<file path="src/rtl/umem_arbiter.sv">
// Unified-memory arbiter: one single-ported memory shared by fetch and data.
// Data wins by default; a streak counter hands the next slot to a waiting fetch.
module umem_arbiter #(
  parameter int AW     = 32,
  parameter int DW     = 32,
  parameter int LAT    = 2,
  parameter int STARVE = 4
) (
  input  logic          clk,
  input  logic          pcrst,
  input  logic          if_req,
  input  logic [AW-1:0] if_addr,
  output logic [DW-1:0] if_rdata,
  output logic          if_done,
  output logic          if_stall,
  input  logic          dm_req,
  input  logic          dm_we,
  input  logic [AW-1:0] dm_addr,
  input  logic [DW-1:0] dm_wdata,
  output logic [DW-1:0] dm_rdata,
  output logic          dm_done,
  output logic          dm_stall,
  output logic          m_en,
  output logic          m_we,
  output logic [AW-1:0] m_addr,
  output logic [DW-1:0] m_wdata,
  input  logic [DW-1:0] m_rdata
);

  localparam int DSW = $clog2(STARVE + 1);
  localparam int CW  = (LAT > 1) ? $clog2(LAT) : 1;
  localparam logic [DSW-1:0] SMAX = DSW'(STARVE);

  typedef enum logic [1:0] {
    IDLE,
    ISSUE,
    WAIT,
    RESP
  } state_e;

  state_e          state_q;
  logic            own_dm_q;
  logic [DSW-1:0]  dstreak_q;
  logic [DSW-1:0]  dstreak_d;
  logic [CW-1:0]   cnt_q;
  logic            m_en_q;
  logic            m_we_q;
  logic [AW-1:0]   m_addr_q;
  logic [DW-1:0]   m_wdata_q;
  logic [DW-1:0]   if_rdata_q;
  logic [DW-1:0]   dm_rdata_q;
  logic            if_done_q;
  logic            dm_done_q;
  logic            any_req;
  logic            pick_dm;

  always_comb begin
    any_req   = if_req | dm_req;
    pick_dm   = dm_req & ~(if_req & (dstreak_q == SMAX));
    dstreak_d = '0;
    if (pick_dm && if_req) begin
      dstreak_d = (dstreak_q == SMAX) ? SMAX
                                      : dstreak_q + DSW'(1);
    end
  end

  always_ff @(posedge clk) begin
    if (pcrst) begin
      state_q    <= IDLE;
      own_dm_q   <= 1'b0;
      dstreak_q  <= '0;
      cnt_q      <= '0;
      m_en_q     <= 1'b0;
      m_we_q     <= 1'b0;
      m_addr_q   <= '0;
      m_wdata_q  <= '0;
      if_rdata_q <= '0;
      dm_rdata_q <= '0;
      if_done_q  <= 1'b0;
      dm_done_q  <= 1'b0;
    end else begin
      unique case (state_q)
        IDLE: begin
          if (any_req) begin
            state_q   <= ISSUE;
            m_en_q    <= 1'b1;
            own_dm_q  <= pick_dm;
            dstreak_q <= dstreak_d;
            if (pick_dm) begin
              m_we_q    <= dm_we;
              m_addr_q  <= dm_addr;
              m_wdata_q <= dm_wdata;
            end else begin
              m_we_q   <= 1'b0;
              m_addr_q <= if_addr;
            end
          end
        end
        ISSUE: begin
          m_en_q <= 1'b0;
          m_we_q <= 1'b0;
          if (m_we_q) begin
            state_q   <= RESP;
            dm_done_q <= own_dm_q;
            if_done_q <= ~own_dm_q;
          end else begin
            cnt_q   <= CW'(LAT - 1);
            state_q <= WAIT;
          end
        end
        WAIT: begin
          // cnt reaches zero in the cycle m_rdata is valid
          if (cnt_q == '0) begin
            state_q <= RESP;
            if (own_dm_q) begin
              dm_rdata_q <= m_rdata;
              dm_done_q  <= 1'b1;
            end else begin
              if_rdata_q <= m_rdata;
              if_done_q  <= 1'b1;
            end
          end else begin
            cnt_q <= cnt_q - CW'(1);
          end
        end
        RESP: begin
          if_done_q <= 1'b0;
          dm_done_q <= 1'b0;
          state_q   <= IDLE;
        end
        default: state_q <= IDLE;
      endcase
    end
  end

  assign m_en     = m_en_q;
  assign m_we     = m_we_q;
  assign m_addr   = m_addr_q;
  assign m_wdata  = m_wdata_q;
  assign if_rdata = if_rdata_q;
  assign dm_rdata = dm_rdata_q;
  assign if_done  = if_done_q;
  assign dm_done  = dm_done_q;
  assign if_stall = if_req & ~if_done_q;
  assign dm_stall = dm_req & ~dm_done_q;

endmodule

</file>
<file path="config.mk">
export PLATFORM = sky130hd
export DESIGN_NAME = umem_arbiter
export DESIGN_NICKNAME = d
export VERILOG_FILES = /design/src/rtl/umem_arbiter.sv
export SDC_FILE = /design/constraint.sdc
export NUM_CORES = 1
export LEC_CHECK = 0
export ABC_AREA = 1
export CORE_MARGIN = 4
export CORE_UTILIZATION = 45
export CTS_CLUSTER_DIAMETER = 40
export DETAILED_ROUTE_END_ITERATION = 10
export PLACE_DENSITY_LB_ADDON = 0.15
export SETUP_SLACK_MARGIN = 0.05
export SYNTH_ARGS = -nofsm -noshare
export SYNTH_HDL_FRONTEND = slang
export SYNTH_SLANG_ARGS = --single-unit
</file>
<file path="constraint.sdc">
create_clock -name clk -period 2.2 [get_ports clk]
set_input_delay 0.22 -clock clk [delete_from_list [all_inputs] [get_ports clk]]
set_output_delay 0.22 -clock clk [all_outputs]
set_load 0.005 [all_outputs]
</file>
==> flow_metrics.py <==
metrics = {
    "yosys": {
        "synth_top_cell_area_share_pct": 48.7,
        "synth_seq_area_share_pct": 48.7,
        "synth_area_leaders": "sky130_fd_sc_hd__dfxtp_1 49%, sky130_fd_sc_hd__nor2_1 14%, sky130_fd_sc_hd__nand2_1 8.2%, sky130_fd_sc_hd__nand3_1 6.2%, sky130_fd_sc_hd__o21ai_0 5.8%",
        "synth_warnings": 0,
        "syn_inst": 807,
        "syn_area_per_cell_um2": 7.07,
        "synth_top_area_cell": "sky130_fd_sc_hd__dfxtp_1",
        "yosys_register_bits": 139,
        "synth_cell_type_count": 19,
        "netlist_area_mm2": 0.00571,
        "net_count_after_synthesis": 946,
    },
    "min_path": {
        "min_path_type": "in2reg",
        "holdCritStartpoint": "dm_req",
    },
    "flow_run": {
        "timing.max_cap.violations": 0,
    },
    "critical_path": {
        "critPathArrivalTime_ns": 1.55,
        "timing.critical_path.buf_inv": 3,
        "setup.worst_path.end": "if_stall",
        "critical_path_cell_count": 4,
        "worst-path-max-fanout": 5,
        "critPathCaptureType": "output pin",
        "reg2reg_setup_slack_ns": 0.58,
        "worstPathRequired_ns": 1.98,
        "cp_top_family": "buffers and inverters",
        "timing.reg2reg.worst_path_depth": 8,
        "cpMaxStageDelayCell": "sky130_fd_sc_hd__clkdlybuf4s50_1",
        "timing.critical_path.slowest_cell_delay_ns": 0.59,
        "critical_path.reg2reg.endpoint": "state_q[1]",
        "timing.critical_path.from_type": "primary input",
        "worst-setup-path-type": "in2out",
        "startpoint": "if_req",
        "regToRegStartpoint": "state_q[0]",
        "crit_path_cell_trace": "clkdlybuf4s50_1 > inv_1 > nor2_1 > clkdlybuf4s50_1",
        "timing.critical_path.mode_cell": "sky130_fd_sc_hd__clkdlybuf4s50_1",
    },
    "clock_tree": {
        "clock_insertion_delay_worst_skew_ns": 0.41,
        "clkTransAtPathRegs_ns": 0.06,
        "cts-buffers-inserted": 17,
        "cts_tree": "yes",
        "post_cts_resize_count": 0,
        "clkSinkCount": 139,
        "clockRootBuffer": "sky130_fd_sc_hd__clkbuf_16",
        "longest_clk_path_bufs": 2,
        "buffer_count_from_post_cts_setup_fixing": 0,
        "cts.htree.levels": 4,
        "postCtsHoldBufs": 0,
    },
    "finish": {
        "drive_gt1_share_pct": 5.28,
        "syn_to_final_growth_pct": 58.7,
        "n_antenna_cell": 0,
        "final.fill_count": 1009,
        "finalNetCount": 1187,
        "design_area_mm2": 0.00906,
        "final_core_util_pct": 74.2,
    },
    "floorplan": {
        "core_area_mm2": 0.0122,
        "boundaryPins": 267,
        "design.die.area_mm2": 0.0146,
        "die_h_um": 121,
        "rows": 40,
        "die_w_um": 121,
        "start_util_pct": 46.8,
    },
    "power_and_ir_drop": {
        "report.power.total_mw": 9.97,
        "power.static_leakage_nw": 3.92,
        "worst_ir_drop_vdd_mv": 0.725,
        "power.density_cell_area_mw_per_mm2": 1100,
    },
    "drt": {
        "initialDrtViolationCount": 491,
        "firstDrtPassIters": 5,
        "drc": 0,
        "vias_per_cell": 4.97,
        "detail_route.wirelength_um": 18300,
        "wire_length_per_cell_um": 14.9,
        "drtAntennaViolNets": 0,
        "dr_total_vias": 6105,
    },
    "sta": {
        "fmax_mhz": 565,
        "setup_clock_skew_after_layout_ns": 0.00967,
        "layout_min_cycle_time_ns": 1.77,
        "slew_headroom_pct": 73.4,
        "grt_setup_unrepaired": "no",
        "drv_slew": 0,
        "totalNegativeSetupSlack_ns": 0,
        "finalHoldViolCount": 0,
        "final_setup_violation_count": 0,
        "tightestPinTransition_ns": 0.400,
        "finalCritPeriodShare_pct": 80.5,
    },
    "global_routing": {
        "gr-total-overflow": 0,
        "grt_start_max_net_pins": 70,
        "first_global_vias": 5734,
        "antenna_found_initial": 0,
        "gr-usage-all-layers_pct": 24.7,
        "first_pass_grt_wire_length_um": 29100,
    },
    "run_status": {
        "run_status": "finished, final reports clean",
    },
    "place": {
        "gp_weighted_congestion": 0.863,
        "detailedPlacementHpwl_um": 12300,
        "place_area_mm2": 0.00847,
        "io_buffers": 266,
    },
}
==> power breakdown <==
part	internal (mW)	switching, mW
Sequential	3.16	0.327
Combinational	1.86	1.79
Clock	1.74	1.11
Total	6.75	3.22
==> sequential cells by signal, indices dropped and copies added, names as in the netlist <==
| name | cells |
|---|---|
| cnt_q | 1 |
| dm_done | 1 |
| dm_rdata | 32 |
| dstreak_q | 3 |
| if_done | 1 |
| if_rdata | 32 |
| m_addr | 32 |
| m_en | 1 |
| m_wdata | 32 |
| m_we | 1 |
| own_dm_q | 1 |
| state_q | 2 |
==> layout by cell type (no fill, tap or decap), drive strengths merged <==
| master | netlist | final |
|---|---|---|
| a211oi | 1 | 1 |
| nor2 | 215 | 215 |
| inv | 51 | 55 |
| dfxtp | 139 | 139 |
| clkinvlp | 0 | 3 |
| nand3 | 71 | 71 |
| nand2 | 125 | 125 |
| clkinv | 0 | 4 |
| a21oi | 39 | 39 |
| buf | 37 | 17 |
| bufinv | 0 | 2 |
| ha | 6 | 6 |
| nand4 | 33 | 33 |
| o21a | 1 | 1 |
| clkbuf | 22 | 19 |
| o21ai | 67 | 67 |
| clkdlybuf4s50 | 0 | 264 |
==> cell families (layout without fill, tap and decap cells) <==
kind of cell / after synthesis / in the layout / share of synthesized area [%]
AOI/OAI and AO/OA: 108 / 108 / 9.56
DFF: 139 / 139 / 48.7
adders and majority gates: 6 / 6 / 1.31
buffers and inverters: 110 / 364 / 8.02
and+or+nand+nor: 444 / 444 / 32.4
==> per-stage QoR <==
step / setup slack, ns / hold WS [ns] / cells
global placement: 0.443 / 0.446 / 1197
detailed placement: 0.427 / 0.451 / 1197
floorplan: 0.717 / 0.355 / 807
global route: 0.356 / 0.234 / 1229
finish: 0.429 / 0.213 / 1229
CTS: 0.419 / 0.195 / 1229
==> cell type report <==
| type | instances | area [µm²] | share of cell area [%] |
|---|---|---|---|
| Clock inverter | 13 | 140 | 1.55 |
| Tap cell | 168 | 210 | 2.32 |
| Inverter | 51 | 191 | 2.11 |
| Timing Repair Buffer | 281 | 2800 | 30.9 |
| Sequential cell | 139 | 2780 | 30.7 |
| Multi-Input combinational cell | 558 | 2480 | 27.4 |
| Clock buffer | 19 | 453 | 5.00 |
==> metal layers <==
| layer | vias to the layer above | global-route usage (%) | part of all wire (%) | wire length [µm] |
|---|---|---|---|---|
| met5 | - | 0 | 0 | 0 |
| met4 | 0 | 8.00 | 1.6 | 291 |
| met3 | 20 | 10.8 | 10 | 1900 |
| met2 | 230 | 40.5 | 48 | 8730 |
| met1 | 2780 | 29.1 | 40 | 7380 |
| li1 | 3075 | - | - | - |
==> worst min-delay path, delay by kind of cell <==
| family | cells | cell delay [ns] |
|---|---|---|
| buffers and inverters | 1 | 0.18 |
| AOI/OAI and AO/OA | 1 | 0.06 |
| and+or+nand+nor | 1 | 0.11 |
==> cell usage after synthesis, drive strengths merged <==
master	instances
nor2	215
dfxtp	139
nand2	125
nand3	71
o21ai	67
inv	51
a21oi	39
buf	37
nand4	33
clkbuf	22
ha	6
a211oi	1
o21a	1
==> worst min-delay path by stage <==
stage                  endpoint  slack (ns)  cells after the start
floorplan           dm_rdata[0]        0.35                      2
CTS                  m_wdata[1]        0.20                      3
detailed placement  m_wdata[14]        0.45                      2
global placement    m_wdata[15]        0.45                      2
global route         m_wdata[1]        0.23                      3
finish               m_wdata[1]        0.21                      3
Note: power is estimated with default switching activity, not from simulation.
